[src/rtl/uart_arb_pkg.sv]
// Shared types for the UART transmit arbiter: FSM state encoding, grant width
// and the round-robin pointer wrap helper.
package uart_arb_pkg;

  localparam int MAX_REQ = 8;
  localparam int GRANT_W = 3;

  typedef enum logic [2:0] {
    ST_IDLE,
    ST_ISSUE,
    ST_WAIT_HI,
    ST_WAIT_LO,
    ST_NEXT
  } arb_state_e;

  function automatic logic [GRANT_W-1:0] wrap_inc(input logic [GRANT_W-1:0] v, input int n);
    if (int'(v) >= n - 1) return '0;
    return v + 1'b1;
  endfunction

endpackage

[src/rtl/uart_tx_arbiter_if.sv]
// Requester-side byte-stream bundle: one valid/data/last/ready lane per source.
// The arbiter takes the slave modport, the byte formatters take master.
interface uart_tx_arbiter_if #(parameter int N_REQ = 2);

  logic [N_REQ-1:0]   req_valid;
  logic [8*N_REQ-1:0] req_data;
  logic [N_REQ-1:0]   req_last;
  logic [N_REQ-1:0]   req_ready;

  modport master (output req_valid, req_data, req_last, input req_ready);
  modport slave  (input req_valid, req_data, req_last, output req_ready);

endinterface

[src/rtl/uart_tx_arbiter_rr_pick.sv]
// Combinational round-robin picker: first asserted request at or after the
// pointer, wrapping at N_REQ-1.
module rr_pick
  import uart_arb_pkg::*;
#(
  parameter int N_REQ = 2
) (
  input  logic [N_REQ-1:0]   req,
  input  logic [GRANT_W-1:0] ptr,
  output logic [GRANT_W-1:0] winner,
  output logic               any_valid
);

  logic found;
  int   idx;

  always_comb begin
    winner = '0;
    found  = 1'b0;
    idx    = 0;
    for (int k = 0; k < N_REQ; k++) begin
      idx = int'(ptr) + k;
      if (idx >= N_REQ) idx = idx - N_REQ;
      if (!found && req[idx]) begin
        found  = 1'b1;
        winner = GRANT_W'(idx);
      end
    end
  end

  assign any_valid = |req;

endmodule

[src/rtl/uart_tx_arbiter.sv]
// Shares one uart_tx among N_REQ byte sources with message-granular round-robin;
// a grant is held until the byte flagged last has left the wire.
module uart_tx_arbiter
  import uart_arb_pkg::*;
#(
  parameter int N_REQ        = 2,
  parameter int BUSY_WAIT    = 16,
  parameter int LOCK_TIMEOUT = 1200000
) (
  input  logic               clk,
  input  logic               rst_n,
  uart_tx_arbiter_if.slave   req_if,
  output logic [7:0]         tx_data,
  output logic               tx_data_valid,
  input  logic               tx_busy,
  output logic [GRANT_W-1:0] grant_id,
  output logic               locked,
  output logic               err_lost
);

  localparam int IDLE_W = $clog2(LOCK_TIMEOUT + 1);
  localparam int BUSY_W = $clog2(BUSY_WAIT + 1);
  localparam int IDX_W  = $clog2(N_REQ);
  localparam logic [IDLE_W-1:0] IDLE_LIM = IDLE_W'(LOCK_TIMEOUT - 1);
  localparam logic [BUSY_W-1:0] BUSY_LIM = BUSY_W'(BUSY_WAIT - 1);

  arb_state_e         state_q, state_d;
  logic [GRANT_W-1:0] grant_q, grant_d;
  logic [GRANT_W-1:0] ptr_q, ptr_d;
  logic               locked_q, locked_d;
  logic               last_q, last_d;
  logic [7:0]         tx_data_q, tx_data_d;
  logic               tx_valid_q, tx_valid_d;
  logic [N_REQ-1:0]   ready_q, ready_d;
  logic               err_q, err_d;
  logic [IDLE_W-1:0]  idle_cnt_q, idle_cnt_d;
  logic [BUSY_W-1:0]  busy_cnt_q, busy_cnt_d;

  logic [GRANT_W-1:0] winner;
  logic               any_valid;
  logic [IDX_W-1:0]   g_idx;
  logic               do_release;

  assign g_idx = grant_q[IDX_W-1:0];

  rr_pick #(.N_REQ(N_REQ)) u_pick (
    .req       (req_if.req_valid),
    .ptr       (ptr_q),
    .winner    (winner),
    .any_valid (any_valid)
  );

  always_comb begin
    state_d    = state_q;
    grant_d    = grant_q;
    ptr_d      = ptr_q;
    locked_d   = locked_q;
    last_d     = last_q;
    tx_data_d  = tx_data_q;
    tx_valid_d = 1'b0;
    ready_d    = '0;
    err_d      = 1'b0;
    idle_cnt_d = idle_cnt_q;
    busy_cnt_d = busy_cnt_q;
    do_release = 1'b0;

    unique case (state_q)
      ST_IDLE: begin
        if (any_valid && !tx_busy) begin
          grant_d    = winner;
          locked_d   = 1'b1;
          idle_cnt_d = '0;
          state_d    = ST_ISSUE;
        end
      end
      ST_ISSUE: begin
        if (req_if.req_valid[g_idx]) begin
          tx_data_d      = req_if.req_data[{g_idx, 3'b000} +: 8];
          tx_valid_d     = 1'b1;
          ready_d[g_idx] = 1'b1;
          last_d         = req_if.req_last[g_idx];
          idle_cnt_d     = '0;
          busy_cnt_d     = '0;
          state_d        = ST_WAIT_HI;
        end else if (idle_cnt_q >= IDLE_LIM) begin
          err_d      = 1'b1;
          do_release = 1'b1;
        end else if (idle_cnt_q != '1) begin
          idle_cnt_d = idle_cnt_q + 1'b1;
        end
      end
      // A byte that never raises busy is counted as sent so the message can finish.
      ST_WAIT_HI: begin
        if (tx_busy) begin
          state_d = ST_WAIT_LO;
        end else if (busy_cnt_q >= BUSY_LIM) begin
          err_d   = 1'b1;
          state_d = ST_NEXT;
        end else if (busy_cnt_q != '1) begin
          busy_cnt_d = busy_cnt_q + 1'b1;
        end
      end
      ST_WAIT_LO: begin
        if (!tx_busy) state_d = ST_NEXT;
      end
      ST_NEXT: begin
        if (last_q) do_release = 1'b1;
        else        state_d    = ST_ISSUE;
      end
      default: state_d = ST_IDLE;
    endcase

    if (do_release) begin
      locked_d = 1'b0;
      ptr_d    = wrap_inc(grant_q, N_REQ);
      state_d  = ST_IDLE;
    end
  end

  always_ff @(posedge clk or negedge rst_n) begin
    if (!rst_n) begin
      state_q    <= ST_IDLE;
      grant_q    <= '0;
      ptr_q      <= '0;
      locked_q   <= 1'b0;
      last_q     <= 1'b0;
      tx_data_q  <= '0;
      tx_valid_q <= 1'b0;
      ready_q    <= '0;
      err_q      <= 1'b0;
      idle_cnt_q <= '0;
      busy_cnt_q <= '0;
    end else begin
      state_q    <= state_d;
      grant_q    <= grant_d;
      ptr_q      <= ptr_d;
      locked_q   <= locked_d;
      last_q     <= last_d;
      tx_data_q  <= tx_data_d;
      tx_valid_q <= tx_valid_d;
      ready_q    <= ready_d;
      err_q      <= err_d;
      idle_cnt_q <= idle_cnt_d;
      busy_cnt_q <= busy_cnt_d;
    end
  end

  assign tx_data          = tx_data_q;
  assign tx_data_valid    = tx_valid_q;
  assign req_if.req_ready = ready_q;
  assign grant_id         = grant_q;
  assign locked           = locked_q;
  assign err_lost         = err_q;

endmodule

[src/flat_wrapper.sv]
// flat-port wrapper written by rule: the top's interface ports become plain ports
module uart_tx_arbiter_flat import uart_arb_pkg::*;
#(
  parameter int N_REQ        = 2,
  parameter int BUSY_WAIT    = 16,
  parameter int LOCK_TIMEOUT = 1200000
)
  (clk, rst_n, tx_data, tx_data_valid, tx_busy, grant_id, locked, err_lost, req_if_req_valid, req_if_req_data, req_if_req_last, req_if_req_ready);
  uart_tx_arbiter_if #(.N_REQ(N_REQ)) req_if_i ();
  input  logic clk;
  input  logic rst_n;
  output logic [7:0] tx_data;
  output logic tx_data_valid;
  input  logic tx_busy;
  output logic [GRANT_W-1:0] grant_id;
  output logic locked;
  output logic err_lost;
  input wire logic [$bits(req_if_i.req_valid)-1:0] req_if_req_valid;
  input wire logic [$bits(req_if_i.req_data)-1:0] req_if_req_data;
  input wire logic [$bits(req_if_i.req_last)-1:0] req_if_req_last;
  output wire logic [$bits(req_if_i.req_ready)-1:0] req_if_req_ready;
  assign req_if_i.req_valid = req_if_req_valid;
  assign req_if_i.req_data = req_if_req_data;
  assign req_if_i.req_last = req_if_req_last;
  assign req_if_req_ready = req_if_i.req_ready;
  uart_tx_arbiter #(.N_REQ(N_REQ), .BUSY_WAIT(BUSY_WAIT), .LOCK_TIMEOUT(LOCK_TIMEOUT)) u_core (.clk(clk), .rst_n(rst_n), .req_if(req_if_i), .tx_data(tx_data), .tx_data_valid(tx_data_valid), .tx_busy(tx_busy), .grant_id(grant_id), .locked(locked), .err_lost(err_lost));
endmodule
[config.mk]
export PLATFORM = sky130hd
export DESIGN_NAME = uart_tx_arbiter_flat
export DESIGN_NICKNAME = d
export VERILOG_FILES = /design/src/rtl/uart_arb_pkg.sv /design/src/rtl/uart_tx_arbiter_if.sv /design/src/rtl/uart_tx_arbiter_rr_pick.sv /design/src/rtl/uart_tx_arbiter.sv /design/src/flat_wrapper.sv
export SDC_FILE = /design/constraint.sdc
export NUM_CORES = 1
export LEC_CHECK = 0
export ABC_AREA = 1
export BUFFER_PORTS_ARGS = -buffer_cell sky130_fd_sc_hd__clkbuf_2
export CAP_MARGIN = 5
export CELL_PAD_IN_SITES_DETAIL_PLACEMENT = 1
export CELL_PAD_IN_SITES_GLOBAL_PLACEMENT = 2
export CORE_ASPECT_RATIO = 1.25
export CORE_MARGIN = 2
export CORE_UTILIZATION = 35
export CTS_CLUSTER_DIAMETER = 150
export CTS_CLUSTER_SIZE = 28
export DETAILED_ROUTE_END_ITERATION = 10
export GPL_TIMING_DRIVEN = 0
export PLACE_DENSITY_LB_ADDON = 0.3
export SETUP_SLACK_MARGIN = 0.3
export SYNTH_ARGS = -nofsm -noshare
export SYNTH_HDL_FRONTEND = slang
export SYNTH_SLANG_ARGS = --single-unit
[constraint.sdc]
create_clock -name clk -period 4.19 [get_ports clk]
set_clock_uncertainty 0.1 [all_clocks]
set_input_delay 0.2095 -clock clk [delete_from_list [all_inputs] [get_ports clk]]
set_output_delay 0.2095 -clock clk [all_outputs]
set_load 0.005 [all_outputs]
Yosys cells after proc, flatten, opt, wreduce, memory -nomap -nowiden
Index checks and enable logic that the tools add are counted.
Widths: inputs -> output; s select.
- register bits after elaboration: 49
- input port bits: 23
- logic and storage cells: 115
- reduce and logical (&&, ||, !) cells: 17
- equality and inequality tests: 18
- shift-type cells: 1
- magnitude comparators: 9
- add/subtract/negate cells: 6
- muxes and demuxes: 53
- operators by type and width (kind ; number):
    $mux 21 ; 4
    $lt 32x3->1 const B ; 2
    $mux 32 ; 2
    $pmux 21 s2 ; 1
    $mux 3 ; 11
    $mux 1 ; 24
    $add 21x1->21 const B ; 1
    $ge 21x21->1 const B ; 1
    $ne 21x21->1 const B ; 1
    $mux 5 ; 4
    $shiftx 16x5->8 ; 1
    $pmux 3 s5 ; 1
    $pmux 5 s2 ; 1
    $reduce_and 5->1 ; 2
    $ne 3x1->1 const B ; 3
    $reduce_bool 2->1 ; 4
    $eq 3x2->1 const B ; 2
    $ne 2x1->1 const B ; 3
    $ne 3x2->1 const B ; 2
    $reduce_and 2->1 ; 3
    $add 5x1->5 const B ; 1
    $ge 5x4->1 const B ; 1
    $ne 5x5->1 const B ; 1
    $sub 4x2->5 const B ; 1
    other kinds (21) ; 27

Longest topological paths before layout
- word-level depth: 9
- mapped depth: 14
- depth with buffers taken out: 13

By module
Synthesis repeated with hierarchy kept, for this count alone.
- cells, all modules: 480
- area, all modules: 3403.3 µm²
- modules (own cells, without submodules) (module ; seq. area each (µm²) ; area each (µm²) ; times used ; cells an instance):
    uart_tx_arbiter ; 1226.2 ; 3146.8 ; 1 ; 434
    rr_pick ; 0.0 ; 256.5 ; 1 ; 46

Worst setup path before layout
No wires, ideal clock.
- path type: register -> register
- from: register u_core.idle_cnt_q[0]
- to: register u_core.idle_cnt_q[2]
- path slack: 2335 ps
- cell stages (with the launch flop): 11
- data arrival time: 1638 ps
- cell sequence: dfrtp_1 ha_1 nand3_2 nor2_4 nand4_1 nor2_1 a21oi_2 buf_6 buf_12 nand3_1 nand2_1
- longest elaborated chain between the ends: 5
- RTL lines (element ; line ; text):
    start, declared ; uart_tx_arbiter.sv:36 ; logic [IDLE_W-1:0] idle_cnt_q, idle_cnt_d;
    start signal, assigned ; uart_tx_arbiter.sv:143 ; idle_cnt_q <= idle_cnt_d;
    $add 21x1->21 ; uart_tx_arbiter.sv:89 ; idle_cnt_d = idle_cnt_q + 1'b1;
    $mux 21 ; uart_tx_arbiter.sv:88 ; end else if (idle_cnt_q != '1) begin
    $mux 21 ; uart_tx_arbiter.sv:85 ; end else if (idle_cnt_q >= IDLE_LIM) begin
    $mux 21 ; uart_tx_arbiter.sv:77 ; if (req_if.req_valid[g_idx]) begin
    $pmux 21 s2 ; uart_tx_arbiter.sv:67 ; unique case (state_q)
Parallel ways exist; a longest one is shown, timed or not. The select of a mux whose other input is x is not followed.
A chain may end at the register's enable or synchronous reset.

Worst setup path in the final report
- from: register u_core.idle_cnt_q[0]
- to: register u_core.idle_cnt_q[13]
The elaborated chain is that of the path after synthesis.

==> run_results.csv <==
group,metric,value,unit
final_layout,syn2layout_area_growth,15.75,%
clock_network,root_buffer,"clkbuf_16",
clock_network,clkLatencyLatePin,0.30,ns
route,wirelength,9878,um
flow_run,cap_violations,0,
critical_path,cp-end-kind,"register",
sta,rsz0062_at_grt,"false",
synthesis,synth_async_sr_flop_share,1.000,
synthesis,netlist_area,3306,sq um
status,status,"finished, final reports clean",
final_layout,mostFrequentLayoutCells,"nand2_1, nor2_1, nand3_1",
synthesis,yosys_most_used_dff,"dfrtp_1",
floorplan,io_pins,39,
final_layout,fin_util,0.4171,
synthesis,synth_edf_count,0,
critical_path,r2r_cells,10,
sta,max_freq,431.5,MHz
synthesis,syn_avg_cell_area,6.930,sq um
clock_network,postCtsHoldBufs,1,
global_route,antenna_found_initial,0,
global_route,grt_max_degree,34,
global_route,grt_pass1_wl,16800,um
placed_design,port_buffers,38,
critical_path,r2r-end,"u_core.idle_cnt_q[13]",
clock_network,post-cts-setup-buffers,0,
route,drt_iter0_drc,69,
clock_network,cts_tree,"done",
critical_path,r2r_setup_slack,1.87,ns
route,antenna_left,0,
synthesis,yosysWarnings,0,
clock_network,cts_buffer_depth,2,
final_layout,final_common_cell,"nand2_1",
route,vias,3248,
critical_path,worstSetupEndpoint,"u_core.idle_cnt_q[13]",
pwr,powerDensity,519.2,nW/um^2
final_layout,design_area,3826,sq um
floorplan,die_h,112.7,um
final_layout,nets,559,
clock_network,ctsResizeCount,0,
global_route,overflow,0,
sta,drv_slew,0,
floorplan,core,9174,sq um
floorplan,num_rows,39,
final_layout,nFillCells,1232,
critical_path,arrival,2.41,ns
critical_path,critPathLaunchType,"register",
pwr,p_leak,1.847,nW
clock_network,cts_max_level,2,
critical_path,reg2reg_from,"u_core.idle_cnt_q[0]",
final_layout,diodes,0,
route,wl_per_cell,15.24,um
sta,finalSetupViolCount,0,
global_route,grt_pass1_vias,3478,
sta,relSlewSlack,0.6089,
synthesis,yosysSeqAreaShare,0.3709,
sta,setup_tns,0,ns
route,drc,0,
sta,period_needed,2.317,ns
sta,period_share,0.5531,
placed_design,hpwl,7741,um
sta,hold_viol,0,
route,dr.pass1.iters,4,
hold_path,hold_path_class,"in -> reg",
placed_design,gp_congestion,0.8752,
sta,tightest_slew,0.5867,ns
pwr,vdd_drop_max,0.2797,mV
clock_network,path_clk_slew,0.07,ns
critical_path,path_class,"reg -> reg",
critical_path,path_max_fanout,10,
floorplan,start_util,0.3603,
sta,worst_hold_slack,0.04435,ns
synthesis,syn-num-nets,512,
placed_design,placed_area,3670,sq um
route,vias_per_cell,5.012,
final_layout,drive_gt1_frac,0.1410,
global_route,groute.usage.overall,0.2051,
clock_network,numCtsBuffers,5,
critical_path,cp-startpoint,"u_core.idle_cnt_q[0]",
synthesis,synth.distinct_cells,37,
floorplan,die_w,90.93,um
floorplan,die-area,10240,sq um
pwr,finalPower,0.001986,W
synthesis,syn_inst,477,
synthesis,synth_seq_cells,49,
clock_network,cts.sinks,49,
critical_path,crit_required,4.28,ns
==> routing by layer <==
layer  up-vias  track usage  share of wire
met5         -            0              0
met3        17      0.03423          0.031
met1      1545       0.2247           0.41
li1       1632            -              -
met4         0      0.06667          0.024
met2        54       0.3965           0.54
==> synth_stat cells, drive strengths merged, types with 4 or more instances <==
cell,n,share of area
a21oi,7,0.012
nor2,74,0.092
o21ai,11,0.018
dfrtp,49,0.37
buf,9,0.025
nor3,8,0.012
o21bai,4,0.0091
a31oi,10,0.019
ha,12,0.045
nand4,9,0.017
xnor2,4,0.011
nand2,156,0.18
inv,45,0.051
nor4,4,0.0076
nand3,60,0.099
==> sequential cells by signal (all words and copies together), names as in the netlist <==
| register | cells |
|---|---|
| u_core.state_q | 3 |
| u_core.busy_cnt_q | 5 |
| u_core.locked | 1 |
| u_core.tx_data | 8 |
| u_core.ptr_q | 3 |
| u_core.req_if.req_ready | 2 |
| u_core.tx_data_valid | 1 |
| u_core.idle_cnt_q | 21 |
| u_core.grant_id | 3 |
| u_core.last_q | 1 |
| u_core.err_lost | 1 |
==> stage by stage <==
| stage | setup WS (ns) | cells |
|---|---|---|
| 3_3_place_gp | 1.875 | 638 |
| 3_5_place_dp | 1.837 | 639 |
| 6_report | 1.873 | 648 |
| 2_1_floorplan | 2.335 | 477 |
| 4_1_cts | 1.830 | 648 |
| 5_1_grt | 1.626 | 648 |
==> logic make-up (layout without fill, tap and decap cells) <==
family,after synthesis,count (layout),share of synthesized area
flops,49,49,0.3709
compound gates,36,36,0.06662
fa+ha+maj,12,12,0.04542
simple gates,316,316,0.4201
xor+xnor,6,6,0.01590
buf+inv,58,106,0.08100
==> critical path: stages, from the launching register on <==
cell	delay, ns
dfrtp_1	0.49
ha_1	0.38
nand3_2	0.23
nor2_4	0.20
nand4_1	0.10
nor2_1	0.18
a21oi_2	0.07
buf_6	0.16
buf_12	0.15
nand3_1	0.08
nand2_1	0.06
==> power by group <==
group	internal (W)	switching [W]	total (W)
logic	0.000315	0.000564	0.000879
registers	0.000579	0.000103	0.000682
clock network	0.000223	0.000202	0.000425
==> worst min path at each step <==
| stage | start | endpoint | slack, ns | cells after the start |
|---|---|---|---|---|
| after floorplan | rst_n | u_core.busy_cnt_q[0] | -0.19 | 0 |
| after global placement | req_if_req_data[15] | u_core.tx_data[7] | 0.35 | 3 |
| after detailed placement | rst_n | u_core.idle_cnt_q[7] | 0.11 | 1 |
| after CTS | req_if_req_data[8] | u_core.tx_data[0] | 0.04 | 3 |
| after global routing | req_if_req_data[12] | u_core.tx_data[4] | 0.06 | 3 |
| final | req_if_req_data[4] | u_core.tx_data[4] | 0.04 | 3 |
==> final cells by class <==
class                   instances  area (sq um)  share of cell area
plain buffers                  11         91.34             0.02387
repair buffers                 40         220.2             0.05755
well taps                     123         153.9             0.04022
multi-input cells             370          1812              0.4735
inverters                      47         176.4             0.04611
clock inverters                 3         21.27            0.005559
flip-flops and latches         49          1226              0.3205
clock buffers                   5         125.1             0.03270
Note: power is estimated with default switching activity, not from simulation.
